[config.mk]
export PLATFORM = sky130hd
export DESIGN_NAME = metropolis_accept_unit
export DESIGN_NICKNAME = d
export VERILOG_FILES = /design/src/rtl/metropolis_accept_unit.sv
export SDC_FILE = /design/constraint.sdc
export NUM_CORES = 1
export LEC_CHECK = 0
export CELL_PAD_IN_SITES_DETAIL_PLACEMENT = 1
export CELL_PAD_IN_SITES_GLOBAL_PLACEMENT = 1
export CORE_UTILIZATION = 25
export CTS_BUF_LIST = sky130_fd_sc_hd__clkbuf_8 sky130_fd_sc_hd__clkbuf_16
export CTS_CLUSTER_SIZE = 25
export DETAILED_ROUTE_END_ITERATION = 10
export PLACE_DENSITY = 0.54
export SLEW_MARGIN = 20
export SYNTH_ARGS = -nofsm -noshare
export SYNTH_HDL_FRONTEND = slang
export SYNTH_SLANG_ARGS = --single-unit
[constraint.sdc]
create_clock -name in_clock -period 9.2 [get_ports in_clock]
set_clock_uncertainty 0.2 [all_clocks]
set_input_delay 0.92 -clock in_clock [delete_from_list [all_inputs] [get_ports in_clock]]
set_output_delay 0.92 -clock in_clock [all_outputs]
set_load 0.01 [all_outputs]
[src/rtl/metropolis_accept_unit.sv]
`default_nettype none
// ============================================================================
// metropolis_accept_unit : Metropolis accept/reject decision stage with
//   internal Galois LFSR and saturating accept/reject statistics.
// Revision: 1.0
// ============================================================================
module metropolis_accept_unit #(
  parameter int CLAUSE_IDX_W = 3,
  parameter int RAND_W       = 8,
  parameter int CNT_W        = 16
) (
  input  logic                    in_clock,
  input  logic                    in_reset,
  input  logic [15:0]             in_seed,
  input  logic                    in_valid,
  output logic                    out_in_ready,
  input  logic [CLAUSE_IDX_W:0]   in_u,
  input  logic [CLAUSE_IDX_W:0]   in_v,
  input  logic [1:0]              in_temp,
  output logic                    out_valid,
  input  logic                    in_ready,
  output logic                    out_accept,
  input  logic                    in_clear_stats,
  output logic [CNT_W-1:0]        out_accept_count,
  output logic [CNT_W-1:0]        out_reject_count
);

  localparam int          c_dw        = CLAUSE_IDX_W + 2;
  localparam logic [15:0] c_poly      = 16'hB400;
  localparam logic [31:0] c_rand_w    = RAND_W;
  localparam logic [RAND_W:0] c_th_full = {1'b1, {RAND_W{1'b0}}};

  typedef enum logic [1:0] {
    S_IDLE    = 2'd0,
    S_COMPUTE = 2'd1,
    S_HOLD    = 2'd2
  } state_t;

  state_t                  r_state;
  state_t                  w_state_nxt;
  logic [CLAUSE_IDX_W:0]   r_u;
  logic [CLAUSE_IDX_W:0]   r_v;
  logic [1:0]              r_temp;
  logic [15:0]             r_lfsr;
  logic                    r_valid;
  logic                    r_accept;
  logic [CNT_W-1:0]        r_acc_cnt;
  logic [CNT_W-1:0]        r_rej_cnt;

  logic [c_dw-1:0]         w_delta;
  logic [c_dw-1:0]         w_mag;
  logic [c_dw-1:0]         w_e;
  logic [RAND_W:0]         w_th;
  logic                    w_accept;
  logic [15:0]             w_lfsr_nxt;
  logic                    w_deliver;

  assign out_in_ready     = (r_state == S_IDLE) && !in_reset;
  assign out_valid        = r_valid;
  assign out_accept       = r_accept;
  assign out_accept_count = r_acc_cnt;
  assign out_reject_count = r_rej_cnt;
  assign w_deliver        = (r_state == S_HOLD) && in_ready;

  always_ff @(posedge in_clock) begin
    if (in_reset) r_state <= S_IDLE;
    else          r_state <= w_state_nxt;
  end

  always_comb begin
    w_state_nxt = r_state;
    case (r_state)
      S_IDLE:    if (in_valid) w_state_nxt = S_COMPUTE;
      S_COMPUTE: w_state_nxt = S_HOLD;
      S_HOLD:    if (in_ready) w_state_nxt = S_IDLE;
      default:   w_state_nxt = S_IDLE;
    endcase
  end

  // One extra bit on both operands keeps u - v from wrapping positive.
  always_comb begin
    w_delta    = {1'b0, r_u} - {1'b0, r_v};
    w_mag      = -w_delta;
    w_e        = w_mag >> r_temp;
    w_th       = (32'(w_e) >= c_rand_w) ? '0 : (c_th_full >> w_e);
    w_accept   = w_delta[c_dw-1] ? ({1'b0, r_lfsr[RAND_W-1:0]} < w_th) : 1'b1;
    w_lfsr_nxt = r_lfsr[0] ? ((r_lfsr >> 1) ^ c_poly) : (r_lfsr >> 1);
  end

  always_ff @(posedge in_clock) begin
    if (in_reset) begin
      r_lfsr    <= (in_seed == 16'h0000) ? 16'h0001 : in_seed;
      r_valid   <= 1'b0;
      r_accept  <= 1'b0;
      r_u       <= '0;
      r_v       <= '0;
      r_temp    <= '0;
      r_acc_cnt <= '0;
      r_rej_cnt <= '0;
    end else begin
      if (r_state == S_IDLE && in_valid) begin
        r_u    <= in_u;
        r_v    <= in_v;
        r_temp <= in_temp;
      end
      if (r_state == S_COMPUTE) begin
        r_lfsr   <= w_lfsr_nxt;
        r_accept <= w_accept;
        r_valid  <= 1'b1;
      end
      if (w_deliver) r_valid <= 1'b0;
      // Clearing takes priority over the delivery increment.
      if (in_clear_stats) begin
        r_acc_cnt <= '0;
        r_rej_cnt <= '0;
      end else if (w_deliver) begin
        if (r_accept && r_acc_cnt != '1)  r_acc_cnt <= r_acc_cnt + CNT_W'(1);
        if (!r_accept && r_rej_cnt != '1) r_rej_cnt <= r_rej_cnt + CNT_W'(1);
      end
    end
  end

endmodule
`default_nettype wire

==> flow_metrics.py <==
metrics = {
    "critical_path": {
        "required_ns": 9.20,
        "path_class": "reg2reg",
        "crit_fanout": 7,
        "worstSetupEndpointType": "flip-flop",
        "timing.rr.start": "r_u[0]",
        "regToRegEndpoint": "out_accept",
        "cp-start-kind": "flip-flop",
        "arrival_ns": 3.93,
        "rr_worst_depth": 17,
        "r2r_slack_ns": 5.27,
    },
    "floorplanning": {
        "coreArea_um2": 12770,
        "chipHeight_um": 117.1,
        "start_util": 0.2595,
        "io_pins": 66,
        "fp.dieW_um": 117.1,
        "fp.dieArea_um2": 13720,
        "row_count": 41,
    },
    "grt": {
        "track_usage": 0.1348,
        "grt_max_degree": 37,
        "grt_antenna_before_repair": 0,
        "first_global_vias": 2888,
        "grt_pass1_wl_um": 14040,
        "overflow": 0,
    },
    "logic_synthesis": {
        "syn_avg_cell_area_um2": 9.232,
        "syn-num-nets": 405,
        "netlist_top_cells_area": "dfxtp_1 28%, edfxtp_1 14%, nand2_1 5.3%, ha_1 5.3%, xor2_1 5.3%",
        "yosysTopAreaCellShare": 0.2778,
        "synth_edf_count": 16,
        "netlist_area_um2": 3314,
        "ys_warn_count": 0,
        "synthCells": 359,
        "synth-seq-area-share": 0.4228,
        "ys_async_sr_fraction": 0,
        "ys_seq_elements": 62,
        "ys_types": 54,
        "synth-main-ff-cell": "dfxtp_1",
        "synth_area_leader_cell": "dfxtp_1",
    },
    "placement": {
        "place_congestion": 0.7564,
        "place_area_um2": 4149,
        "dp_hpwl_um": 6161,
        "portBuffers": 65,
        "post-place-ws_ns": 5.277,
    },
    "timing": {
        "rsz0062_at_grt": "no",
        "worst_pin_slew_ns": 0.6400,
        "post-route-period-util": 0.4268,
        "finalSetupViolCount": 0,
        "finalCriticalPeriod_ns": 3.926,
        "setup_slack_ns": 5.274,
        "max_freq_ghz": 0.2547,
        "slew_violations": 0,
        "relSlewSlack": 0.5694,
        "tns_ns": 0,
        "hold_violations": 0,
    },
    "final_layout": {
        "multi_input_area_um2": 1818,
        "fillers": 1472,
        "finish.utilization": 0.3452,
        "insertedDiodeCount": 0,
        "drive_gt1_frac": 0.09513,
        "nets": 472,
        "regArea_um2": 1401,
        "syn2layout_area_growth_pct": 33.03,
        "final_cell_area_um2": 4409,
    },
    "clocking": {
        "ctsHoldBuffers": 0,
        "cts.root.buffer_cell": "clkbuf_16",
        "post_cts_buffers": 0,
        "clock-sinks": 62,
        "cts_buffer_depth": 2,
        "clk_latency_ns": 0.33,
        "clk_pin_slew_ns": 0.05,
        "cts_made_buffers": 9,
        "cts_tree": "yes",
        "htree_num_levels": 3,
        "cts_resized": 0,
    },
    "power": {
        "seq_power_share": 0.403,
        "power_switching_mw": 0.2106,
        "p_total_mw": 0.7507,
        "power_switching_share": 0.2805,
        "p_leak_nw": 1.517,
        "p_clk_frac": 0.401,
        "peakVddDrop_uv": 68.13,
        "p_int_mw": 0.5401,
        "powerDensity_nw_per_um2": 170.3,
        "combPwrFrac": 0.196,
    },
    "hold_path": {
        "min_path_type": "reg2reg",
        "holdCritStartpoint": "r_v[2]",
        "holdPathEnd": "r_v[2]",
        "hold_depth": 2,
    },
    "route": {
        "ant_nets": 0,
        "first_iter_violations": 61,
        "drt-total-wl_um": 8438,
        "drcViolationCount": 0,
        "avgRoutedWirePerCell_um": 13.99,
        "dr.pass1.iters": 4,
        "via_per_inst": 4.587,
        "vias": 2766,
    },
    "status": {
        "status": "finished clean",
    },
    "flow_run": {
        "drv_cap": 0,
    },
}
[Yosys cell counts (2+ instances only)]
cell	n
nor3_1	4
a21oi_4	2
ha_1	14
inv_1	11
mux4_2	3
nand2b_1	4
mux2_2	12
nand4_1	9
and4_1	3
a211oi_2	2
a21oi_1	23
clkbuf_1	7
buf_1	2
and3_1	3
and2_1	2
nand2_1	47
o21ai_0	11
xor2_1	20
nor4_1	5
or3_1	5
o21ai_1	3
nand3_1	11
nand3b_1	2
dfxtp_1	46
edfxtp_1	16
nor2_1	46
nor3b_1	3
xnor2_1	14
mux2i_1	4
[cell usage in the layout (no fill, tap or decap), drive strengths merged, types with 5 or more instances in the layout]
cell type      instances
a21oi                 25
clkbuf                 9
clkdlybuf4s50         65
dfxtp                 46
edfxtp                16
ha                    14
inv                   17
mux2                  12
nand2                 47
nand3                 11
nand4                  9
nor2                  47
nor4                   6
o21ai                 14
or3                    5
xnor2                 14
xor2                  21
[worst max-delay path, stage by stage, from the launching register on]
cell and delay [ns]:
dfxtp_1 0.30, inv_1 0.05, ha_1 0.14, inv_1 0.05, fa_1 0.43, xor2_2 0.43
nor3b_1 0.11, mux2i_1 0.26, xor2_1 0.19, mux4_2 0.54, nor2_1 0.13, o21ai_0 0.12
ha_1 0.30, a21oi_1 0.06, o21ai_1 0.14, nand3_1 0.09, a21oi_1 0.15, a211oi_2 0.09
[per-layer routing]
metal  share of wire  track usage
met1            0.47       0.1618
met2            0.45       0.2141
met3           0.074      0.06334
met4           0.011      0.04051
met5               0            0
[power groups by stage]
stage          clock network, mW  registers [mW]  logic [mW]
2_1_floorplan                  0           0.305       0.107
3_3_place_gp                   0           0.308       0.146
3_5_place_dp                   0           0.308       0.148
4_1_cts                    0.314           0.303       0.149
5_1_grt                    0.325           0.304       0.166
6_report                   0.301           0.303       0.147
[state kept, by name, indices dropped and copies added, names as in the netlist]
register	count
r_lfsr	16
r_v	4
out_valid	1
r_u	4
out_accept	1
out_reject_count	16
out_accept_count	16
r_temp	2
r_state	2
[cell type report]
class / count / share of cell area
multi-input combinational: 273 / 0.4123
sequential: 62 / 0.3178
timing repair buffer: 67 / 0.1510
clock buffer: 9 / 0.05108
tap: 172 / 0.04881
inverter: 13 / 0.01107
clock inverter: 7 / 0.007946
[through the flow]
step | instances | hold slack [ns]
finish | 603 | 0.2544
detailed placement | 587 | 0.2505
global route | 603 | 0.2834
CTS | 603 | 0.2582
floorplan | 359 | 0.2355
global placement | 587 | 0.2481
[worst max path at each step]
| stage | from | to |
|---|---|---|
| after floorplan | r_u[0] | out_accept |
| after global placement | r_u[0] | out_accept |
| after detailed placement | r_u[0] | out_accept |
| after CTS | r_u[0] | out_accept |
| after global routing | r_u[0] | out_accept |
| final | r_u[0] | out_accept |
[cell families after synthesis]
family,count (synthesis),share of synthesized area
simple gates,154,0.2261
fa+ha+maj,15,0.05889
mux,19,0.07323
flops,62,0.4228
compound gates,50,0.09551
buf+inv,24,0.02869
xor+xnor,35,0.09476
No activity file was read; power rests on OpenSTA's default activity.
